`src/rtl/fwd_hazard_unit.sv`:
```
// Forwarding-select and load-use hazard controller for the pipelined MIPS datapath.
// Generates operand/store forward selects, stall/bubble/freeze control and saturating event counters.
//
// state  | meaning
// -------+--------------------------------------------------------------
// RUN    | normal issue; stalls only on a load-use hazard seen this cycle
// LSTALL | multi-cycle load-use stall; cnt holds remaining stall cycles
module fwd_hazard_unit #(
    parameter int RA_W       = 5,
    parameter int FWD_DEPTH  = 3,
    parameter int LOAD_AVAIL = 1,
    parameter int MEM_STAGE  = 1,
    parameter int CNT_W      = 16,
    localparam int SEL_W     = $clog2(FWD_DEPTH + 2)
) (
    input  logic                      CLK,
    input  logic                      Reset,
    input  logic                      UseShamt,
    input  logic                      UseImmed,
    input  logic [RA_W-1:0]           ID_Rs,
    input  logic [RA_W-1:0]           ID_Rt,
    input  logic                      ID_IsStore,
    input  logic [FWD_DEPTH*RA_W-1:0] Stg_Rw,
    input  logic [FWD_DEPTH-1:0]      Stg_RegWrite,
    input  logic [FWD_DEPTH-1:0]      Stg_MemRead,
    input  logic                      MemReady,
    input  logic                      CntClr,
    output logic [SEL_W-1:0]          AluOpCtrlA,
    output logic [SEL_W-1:0]          AluOpCtrlB,
    output logic [SEL_W-1:0]          StoreFwdSel,
    output logic                      Stall,
    output logic                      Bubble,
    output logic                      Freeze,
    output logic [CNT_W-1:0]          StallCycles,
    output logic [CNT_W-1:0]          FwdEvents
);

    localparam int CW = $clog2(FWD_DEPTH + 1);

    typedef enum logic {RUN, LSTALL} stateType;

    stateType        state, nextState;
    logic [CW-1:0]   cnt, nextCnt;

    logic            rsFound, rtFound, rsLoad, rtLoad;
    logic [CW-1:0]   rsIdx, rtIdx;
    logic            rsHaz, rtHaz, hazard;
    logic [CW-1:0]   hazIdx, hazN;
    logic            stallRaw, anyFwd;

    function automatic logic [SEL_W-1:0] encSel(input logic found, input logic [CW-1:0] idx);
        return found ? SEL_W'(FWD_DEPTH - int'(idx)) : SEL_W'(FWD_DEPTH + 1);
    endfunction

    function automatic logic isStage(input logic [SEL_W-1:0] s);
        return (s != '0) && (s <= SEL_W'(FWD_DEPTH));
    endfunction

    // Scan oldest to youngest so the youngest matching stage overwrites older ones.
    always_comb begin
        rsFound = 1'b0;
        rtFound = 1'b0;
        rsLoad  = 1'b0;
        rtLoad  = 1'b0;
        rsIdx   = '0;
        rtIdx   = '0;
        for (int k = FWD_DEPTH - 1; k >= 0; k--) begin
            if (Stg_RegWrite[k] && (Stg_Rw[k*RA_W +: RA_W] != '0)) begin
                if (Stg_Rw[k*RA_W +: RA_W] == ID_Rs) begin
                    rsFound = 1'b1;
                    rsIdx   = CW'(k);
                    rsLoad  = Stg_MemRead[k];
                end
                if (Stg_Rw[k*RA_W +: RA_W] == ID_Rt) begin
                    rtFound = 1'b1;
                    rtIdx   = CW'(k);
                    rtLoad  = Stg_MemRead[k];
                end
            end
        end
    end

    assign AluOpCtrlA  = UseShamt   ? '0 : encSel(rsFound, rsIdx);
    assign AluOpCtrlB  = UseImmed   ? '0 : encSel(rtFound, rtIdx);
    assign StoreFwdSel = ID_IsStore ? encSel(rtFound, rtIdx) : SEL_W'(FWD_DEPTH + 1);

    // rt only matters for hazards when it feeds the ALU; pure store data is not checked.
    assign rsHaz  = !UseShamt && rsFound && rsLoad && (rsIdx < CW'(LOAD_AVAIL));
    assign rtHaz  = !UseImmed && rtFound && rtLoad && (rtIdx < CW'(LOAD_AVAIL));
    assign hazard = rsHaz || rtHaz;

    always_comb begin
        hazIdx = '0;
        if (rsHaz && rtHaz)
            hazIdx = (rsIdx < rtIdx) ? rsIdx : rtIdx;
        else if (rsHaz)
            hazIdx = rsIdx;
        else if (rtHaz)
            hazIdx = rtIdx;
    end

    assign hazN   = CW'(LOAD_AVAIL) - hazIdx;
    assign Freeze = Stg_MemRead[MEM_STAGE] && !MemReady;

    always_ff @(posedge CLK or posedge Reset) begin
        if (Reset) begin
            state <= RUN;
            cnt   <= '0;
        end else begin
            state <= nextState;
            cnt   <= nextCnt;
        end
    end

    always_comb begin
        nextState = state;
        nextCnt   = cnt;
        stallRaw  = 1'b0;
        case (state)
            RUN: begin
                if (hazard) begin
                    stallRaw = 1'b1;
                    if ((hazN > CW'(1)) && !Freeze) begin
                        nextState = LSTALL;
                        nextCnt   = hazN - CW'(1);
                    end
                end
            end
            LSTALL: begin
                stallRaw = 1'b1;
                if (!Freeze) begin
                    if (cnt == CW'(1)) begin
                        nextState = RUN;
                        nextCnt   = '0;
                    end else begin
                        nextCnt = cnt - CW'(1);
                    end
                end
            end
            default: begin
                nextState = RUN;
                nextCnt   = '0;
            end
        endcase
    end

    // Reset must silence Stall even while a hazard is present on the stage inputs.
    assign Stall  = stallRaw && !Reset;
    assign Bubble = Stall && !Freeze;
    assign anyFwd = isStage(AluOpCtrlA) || isStage(AluOpCtrlB) || isStage(StoreFwdSel);

    always_ff @(posedge CLK or posedge Reset) begin
        if (Reset) begin
            StallCycles <= '0;
            FwdEvents   <= '0;
        end else if (CntClr) begin
            StallCycles <= '0;
            FwdEvents   <= '0;
        end else begin
            if ((Stall || Freeze) && (StallCycles != '1))
                StallCycles <= StallCycles + CNT_W'(1);
            if (!Stall && !Freeze && anyFwd && (FwdEvents != '1))
                FwdEvents <= FwdEvents + CNT_W'(1);
        end
    end

endmodule
```
`config.mk`:
```
export PLATFORM = sky130hd
export DESIGN_NAME = fwd_hazard_unit
export DESIGN_NICKNAME = d
export VERILOG_FILES = /design/src/rtl/fwd_hazard_unit.sv
export SDC_FILE = /design/constraint.sdc
export NUM_CORES = 1
export LEC_CHECK = 0
export CAP_MARGIN = 20
export CORE_UTILIZATION = 45
export DETAILED_ROUTE_END_ITERATION = 8
export GPL_TIMING_DRIVEN = 0
export PLACE_DENSITY_LB_ADDON = 0.08
export RECOVER_POWER = 50
export SLEW_MARGIN = 20
export SYNTH_ARGS = -nofsm -noshare
export SYNTH_HDL_FRONTEND = slang
export SYNTH_SLANG_ARGS = --single-unit
```
`constraint.sdc`:
```
create_clock -name CLK -period 5.35 [get_ports CLK]
set_input_delay 1.07 -clock CLK [delete_from_list [all_inputs] [get_ports CLK]]
set_output_delay 1.07 -clock CLK [all_outputs]
set_load 0.02 [all_outputs]
```
==> results.md, run 1 <==
- The run finished with clean final reports.
- Across the run, the number of max-cap violations was 0.
- The number of placed I/O pins is between 80 and 90.
- The number of failing hold endpoints at the final stage was 0.
- In the final routing, the length of wire on met1 measures between 3 and 4 mm.
- The number of buffers inserted by post-CTS setup repair is 0.
- The number of cells on the worst reg-to-reg path is 9.
- The detailed router used layers up to and including met4.
- The setup slack after layout is between 0.4 and 0.5 ns.
- The fraction of final layout cells sized beyond drive strength 1 is under 10%.
- The clock transition time at the flip-flop clock pins of the worst setup and hold paths is 0.07 ns.
- The number of cells upsized or downsized after cts is 0.
- The number of different library cells in the post-synthesis netlist is 47.
- After detailed routing, the average wire length per cell comes to 14.95 um.
- The worst-case register-to-register setup slack is ~2.5 ns.
- The antenna diode count is 0.
- The instance count along the most critical hold path is 1.
- STA puts the critical path data required time at 4.28 ns.
- The arrival time reported for the critical path endpoint is between 3 and 4 ns.
- The area of the die is about 6100 sq um.
- After detailed routing, the number of remaining DRC violations is 0.
- After synthesis, the mean cell area works out to approximately 8.5 sq um.
- The initial utilization of the core area, before any placement, comes to 47.22%.
- The synthesis-to-finish area growth is 36.92%.
- The aggregate negative setup slack is 0 ns.
- The core region is 5540 sq um.
- In this run, synthesis inferred 0 flip-flops with an integrated enable.
- In the detailed route, the total length drawn on met3 is around 280 um.
- Routability-driven placement finished with a final weighted congestion of approximately 0.86.
- The number of I/O port buffers is between 70 and 80.
- The clock period minus final worst setup slack is between 4 and 5 ns.
- The total leakage power is 1.435 nW.
- The net count of the finished layout is around 440.
- The first-pass GRT wire length is around 12 mm.
- The remaining antenna violation count after routing is 0.
- The sum of routed wire length over all layers is approximately 7 mm.
- The met2 layer wire length in the routed design is between 3 and 4 mm.
- The worst reg2reg path startpoint is FwdEvents[3].
- The startpoint of the most critical hold path is cnt[1].
- No sink is reached through more buffers than the 2 on the longest clock path.
- The clock root buffer master is clkbuf_8.
- Overall power consumption after layout is estimated at roughly 570 uW.
- The worst hold-check slack is about 0.49 ns.
- STA classifies the critical path startpoint as an input pin.
- The floorplan has 27 rows.
- The die is ~78 um tall.
- Leaving out fill and tap cells, the most frequent cell in the layout is clkdlybuf4s50_1.
- The type of the setup path with the least slack is input pin to primary output.
- Of all flip-flops after synthesis, the portion carrying an async set or reset was 100.0%.
- For this run, the total global-route usage over all layers was measured as around a quarter.
- In this run the worst path has a maximum fanout of 10.
- The CTS tree is built.
- The half-perimeter wire length after placement is between 5 and 6 mm.
- In the synthesized netlist the dominant register cell turns out to be dfrtp_1.
- Clock latency on the worst-skew pair, taken at its later pin, is approximately 0.29 ns.
- VDD sags by at most 0.09704 mV.
- Before CTS, the worst setup slack after placement is about 0.48 ns.
- The number of iterations in the first detailed-routing pass is 4.
- The utilization after layout is 64.66%.
- The measured slew at the worst slew-check pin is 1.361 ns.
- The final critical path takes up slightly above 90% of the cycle.
- The sequential-to-total area share from yosys stat is 33.48%.
- STA classifies the critical path endpoint as a primary output.
- The number of setup violations in the final report is 0.
- In this run the power density over the cells is between 150 and 200 nW/um^2.
- Global routing finished with a remaining overflow of 0.
- The via count of the first global-routing pass is approximately 2500.
- The number of warnings printed during yosys synthesis is 0.
- The remaining max-slew budget at the tightest pin is a little under a tenth.
- Across all layers, the routed design uses 2674 vias.
- Measured along the x axis, the die boundary spans 78.25 um.
- The number of max-slew violations in the final report was 0.
- Counting every net in the synthesized netlist gives between 300 and 400.
- TritonCTS created 5 clock buffers.
- In this run, the number of DRC markers left after iteration 0 of detailed routing was between 100 and 150.
- For this design, the sink count on the clock tree is 35.
- The highest attainable clock frequency is between 200 and 250 MHz.
- The path type of the worst min-delay path is flip-flop to flip-flop.
- The mapped netlist covers roughly 2600 sq um.
- The maximum number of pins on one net before global-route repair is 36.
- For the final database, setup skew stands at approximately 0.0094 ns.
- The number of register bits inferred by synthesis is 35.
- The sink of the worst hold path is cnt[1].
- CTS built an H-tree with a depth of 2.
- Leaving out fill and tap cells, the most frequent cells in the layout are clkdlybuf4s50_1, dfrtp_1, nor2_1.
- Setup repair after global routing left no endpoint under its margin.
- The hold buffer count at cts is 0.
- The cell count after synthesis came out at between 300 and 400.
- Dividing the detail-routed via count by the number of cells gives approximately 5.7.
- The worst register-to-register path ends at FwdEvents[1].
- The initial antenna violation count is 0.
[how the worst max path moves through the flow]
| stage | end | slack (ns) | from | depth (start not counted) |
|---|---|---|---|---|
| 6_report | Bubble | 0.45 | Stg_Rw[1] | 9 |
| 3_5_place_dp | Bubble | 0.48 | Stg_Rw[1] | 9 |
| 5_1_grt | Bubble | 0.40 | Stg_Rw[1] | 9 |
| 2_1_floorplan | state | 1.48 | Stg_Rw[1] | 11 |
| 4_1_cts | Bubble | 0.48 | Stg_Rw[1] | 9 |
| 3_3_place_gp | Bubble | 0.49 | Stg_Rw[1] | 9 |
[power by group]
| part | internal [mW] | switching (mW) | total [mW] |
|---|---|---|---|
| Sequential | 0.266 | 0.00209 | 0.268 |
| Clock | 0.0911 | 0.0996 | 0.191 |
| Combinational | 0.0528 | 0.0586 | 0.111 |
[worst max-delay path, cell delays in order]
cell	delay (ns)
clkdlybuf4s50_1	0.47
or4_4	0.57
o21ai_4	0.20
nor4_1	0.08
o31a_1	0.30
buf_6	0.14
clkbuf_1	0.23
and2_1	0.22
clkdlybuf4s50_1	0.53
[synthesized netlist by cell type, types with 9 or more instances]
| master | n | area (sq um) |
|---|---|---|
| nand2_1 | 19 | 71.32 |
| xor2_1 | 16 | 140.1 |
| nor2_1 | 31 | 116.4 |
| clkbuf_1 | 11 | 41.29 |
| or4_1 | 11 | 82.58 |
| xnor2_1 | 28 | 245.2 |
| a21oi_1 | 20 | 100.1 |
| o211ai_1 | 9 | 67.56 |
| nand3_1 | 14 | 70.07 |
| nor4_1 | 9 | 56.30 |
| or3_1 | 9 | 56.30 |
| dfrtp_1 | 35 | 875.8 |
| and3_1 | 11 | 68.82 |
| nor3_1 | 9 | 45.04 |
[layout make-up]
class / instances / area [sq um]
buffer: 14 / 67.56
clock inverter: 2 / 12.51
sequential: 35 / 875.8
tap: 72 / 90.09
inverter: 9 / 33.78
fill: 497 / 1958
timing repair buffer: 79 / 790.8
multi-input combinational: 251 / 1639
clock buffer: 6 / 72.57
[sequential cells by signal, summed over array words and instances (netlist names)]
name         flops
cnt              2
StallCycles     16
FwdEvents       16
state            1
[layer usage]
| metal | GRT usage (%) | up-vias |
|---|---|---|
| met5 | 0 | - |
| met4 | 6.481 | 0 |
| met3 | 3.837 | 9 |
| met2 | 40.44 | 69 |
| met1 | 31.80 | 1297 |
| li1 | - | 1299 |
[per-stage QoR]
| step | instance area [sq um] | std cells |
|---|---|---|
| floorplan | 2616 | 309 |
| global placement | 3497 | 460 |
| detailed placement | 3497 | 460 |
| CTS | 3582 | 468 |
| global route | 3582 | 468 |
| finish | 3582 | 468 |
[cells by family after synthesis]
group | after synthesis | synth area share (%)
buf+inv | 23 | 3.873
fa+ha+maj | 5 | 2.391
xor+xnor | 44 | 14.73
compound gates | 57 | 14.78
other cells | 1 | 0.1433
mux | 4 | 1.674
flops | 35 | 33.48
simple gates | 140 | 28.93
(Power assumes the default switching activity.)
==> run 2, diff against run 1 <==
--- a/config.mk
+++ b/config.mk
@@ -9,6 +9,7 @@
 export CORE_UTILIZATION = 45
 export DETAILED_ROUTE_END_ITERATION = 8
 export GPL_TIMING_DRIVEN = 0
+export MAX_ROUTING_LAYER = met4
 export PLACE_DENSITY_LB_ADDON = 0.08
 export RECOVER_POWER = 50
 export SLEW_MARGIN = 20
==> run 2 against run 1 <==
Die area unchanged. Sequential share of layout area stayed put. Cell count unchanged. Worst setup slack got worse by 0.0023 ns. Largest cell class unchanged.
==> results.md, run 2 (synthesized netlist as in run 1, its figures left out) <==
- The via count of the first global-routing pass is 2515.
- The average wire length per cell after detail routing is between 10 and 15 um.
- The initial core utilization is between 40 and 50%.
- The antenna diode count is 0.
- The average vias per placed instance is approximately 5.7.
- In this run, post-CTS repair resized a total of 0 instances.
- Summed over all nets, the switching power comes to about 160 uW.
- The clock latency at the later pin of the worst-skew pair is a little under 0.3 ns.
- For the pin with the worst max-slew slack, the measured transition is around 1.4 ns.
- The die is ~80 um wide.
- The cell with the largest stage delay on the worst path is or4_4.
- The vias after detailed routing is approximately 2700.
- The number of placed I/O pins is 82.
- The CTS tree is built.
- Of all nets on the critical path, the largest fanout is 10.
- For this run, design rule violations remaining after detail routing come to 0.
- The part of the total power dissipated in combinational logic is between 10% and 20%.
- Once the clock tree was built, the setup fixing pass inserted 0 buffers.
- In this run the deepest clock path goes through 2 buffers.
- After routing, the total negative slack on setup checks comes to 0 ns.
- The fraction of final layout cells sized beyond drive strength 1 is 3.535%.
- The utilization after layout is between 60% and 70%.
- The tree is rooted in a clkbuf_8.
- The switching share of power is between 20 and 30%.
- The vertical die dimension is between 70 and 80 um.
- The type of the setup path with the least slack is input pin to primary output.
- The arrival time reported for the critical path endpoint is 3.83 ns.
- The H-tree generated during clock tree synthesis spans 2 levels.
- The buffer and inverter count on the worst path is 4.
- In this run the remaining antenna-violating nets after routing total 0.
- The library cell used most frequently in the layout, excluding fill and tap cells, is clkdlybuf4s50_1.
- Clock tree synthesis found a total of 35 sinks.
- The internal power consumption is about 400 uW.
- The cell that appears most often on the critical path is clkdlybuf4s50_1.
- The initial antenna violation count is 0.
- The worst hold-check slack is approximately 0.5 ns.
- The clock period minus final worst setup slack is between 4 and 5 ns.
- The number of setup violations in the final report is 0.
- Summed over all nets, the half-perimeter wirelength after detailed placement is 5.324 mm.
- In the final layout, the registers with the most flip-flops are FwdEvents: 16 flops, StallCycles: 16 flops, cnt: 2 flops.
- The highest attainable clock frequency is between 200 and 250 MHz.
- The number of I/O port buffers is between 70 and 80.
- The final layout contains routed wiring with a total length of 6.967 mm.
- The total CTS buffers is 5.
- Per report_power, the clock group accounts for roughly a third of the total.
- The final period utilization is about 92%.
- The worst pin sits at a relative slew slack of about a tenth.
- The largest single stage delay on the critical path is between 0.5 and 0.6 ns.
- The startpoint of the most critical hold path is cnt[1].
- Sequential cells account for between 40% and 50% of the total power.
- The final cell count without fillers is about 470.
- From synthesis to final layout, the design area changed by 36.92%.
- Clock-pin slew was measured on the worst setup and hold paths at 0.07 ns.
- The path type of the worst min-delay path is flip-flop to flip-flop.
- The global route total overflow is 0.
- The final layout net count is roughly 440.
- The hold buffer count at cts is 0.
- The largest vdd supply drop is a little under 0.1 mV.
- The number of max-slew violations in the final report was 0.
- The critical path goes through clkdlybuf4s50_1 -> or4_4 -> o21ai_4 -> nor4_1 -> o31a_1 -> buf_6 -> clkbuf_1 -> and2_1 -> clkdlybuf4s50_1.
- In the layout the commonest cells are clkdlybuf4s50_1, dfrtp_1, nor2_1.
- The clock skew after layout is approximately 0.0087 ns.
- The number of max-cap violations is 0.
- In this run the static leakage power is approximately 1.4 nW.
- Setup repair after global routing left no endpoint under its margin.
- At the end of routability-driven placement, the weighted congestion stood at ~0.87.
- The all-layer global routing usage is 24.67%.
- The critical path starts at Stg_Rw[1].
- The number of failing hold endpoints at the final stage was 0.
- The run finished with clean final reports.
- The startpoint identified for the worst register-to-register timing path is FwdEvents[3].
- The startpoint kind of the worst setup timing path is an input pin.
- In this design, the largest share of critical-path delay is due to buffers and inverters.
- The maximum number of pins on one net before global-route repair is 36.
- STA puts the critical path data required time at 4.28 ns.
- The iteration-0 DRC count of the detailed router is 146.
- The first global-routing pass estimated around 12 mm of wire.
- After floorplanning, the core was sized to cover 5540 sq um.
- The total instance count after detailed placement is between 400 and 500.
- The die covers around 6000 sq um.
- In this run the power density over the cells is approximately 160 nW/um^2.
- The row count is 27.
- STA classifies the critical path endpoint as a primary output.
- For this run, the detailed router's first-pass iteration total came to 4.
-- run 2: cell counts in the layout (fill, tap and decap cells not counted) --
Identical to the previous run, type by type.
-- run 2: layout make-up --
cell class,count,area [sq um]
multi-input combinational,251,1639
buffer,14,67.56
timing repair buffer,79,790.8
tap,72,90.09
inverter,9,33.78
clock inverter,2,12.51
sequential,35,875.8
fill,497,1958
clock buffer,6,72.57
-- run 2: path summary, 6_finish.rpt --
check | endpoint | slack [ns] | cells past startpoint
worst max-delay path | Bubble | 0.45 | 9
worst min-delay path | cnt[1] | 0.49 | 1
worst max register to register | FwdEvents[1] | 2.55 | 9
worst min register to register | cnt[1] | 0.49 | 1
max in group asynchronous | FwdEvents[13] | 2.91 | 2
min in group asynchronous | FwdEvents[9] | 1.64 | 2
-- run 2: routing by layer --
layer	GRT usage (%)	wire, um	vias to the layer above
li1	-	-	1299
met1	31.95	3232	1289
met2	40.44	3336	83
met3	3.605	308	9
met4	6.481	89	0
met5	-	0	-
-- run 2: power by group through the flow --
stage	Sequential, mW	Clock, mW	Combinational (mW)
floorplan	0.274	0	0.0536
finish	0.268	0.190	0.111
detailed placement	0.273	0	0.112
global route	0.268	0.206	0.122
CTS	0.268	0.196	0.113
global placement	0.273	0	0.111
-- run 2: worst register-to-register path, cell delays in order, from the launching register on --
cell	delay [ns]
dfrtp_1	0.46
and4_1	0.30
nand4_1	0.22
o32ai_1	0.33
a31oi_1	0.07
a21oi_1	0.17
clkbuf_1	0.38
buf_1	0.47
o21ai_1	0.15
a21oi_1	0.17
-- run 2: through the flow --
| step | power [mW] | worst slack (ns) | instance area [sq um] |
|---|---|---|---|
| final | 0.5695 | 0.4480 | 3582 |
| after global routing | 0.5967 | 0.3978 | 3582 |
| after CTS | 0.5769 | 0.4776 | 3582 |
| after detailed placement | 0.3852 | 0.4812 | 3497 |
| after global placement | 0.3836 | 0.4938 | 3497 |
| after floorplan | 0.3280 | 1.484 | 2616 |
==> run 3, diff against run 2 <==
--- a/config.mk
+++ b/config.mk
@@ -9,6 +9,7 @@
 export CORE_UTILIZATION = 45
 export DETAILED_ROUTE_END_ITERATION = 8
 export GPL_TIMING_DRIVEN = 0
+export HOLD_SLACK_MARGIN = 0.05
 export MAX_ROUTING_LAYER = met4
 export PLACE_DENSITY_LB_ADDON = 0.08
 export RECOVER_POWER = 50
==> results of run 3 <==
The final DEF is identical to that of run 2; final timing and power are the same.
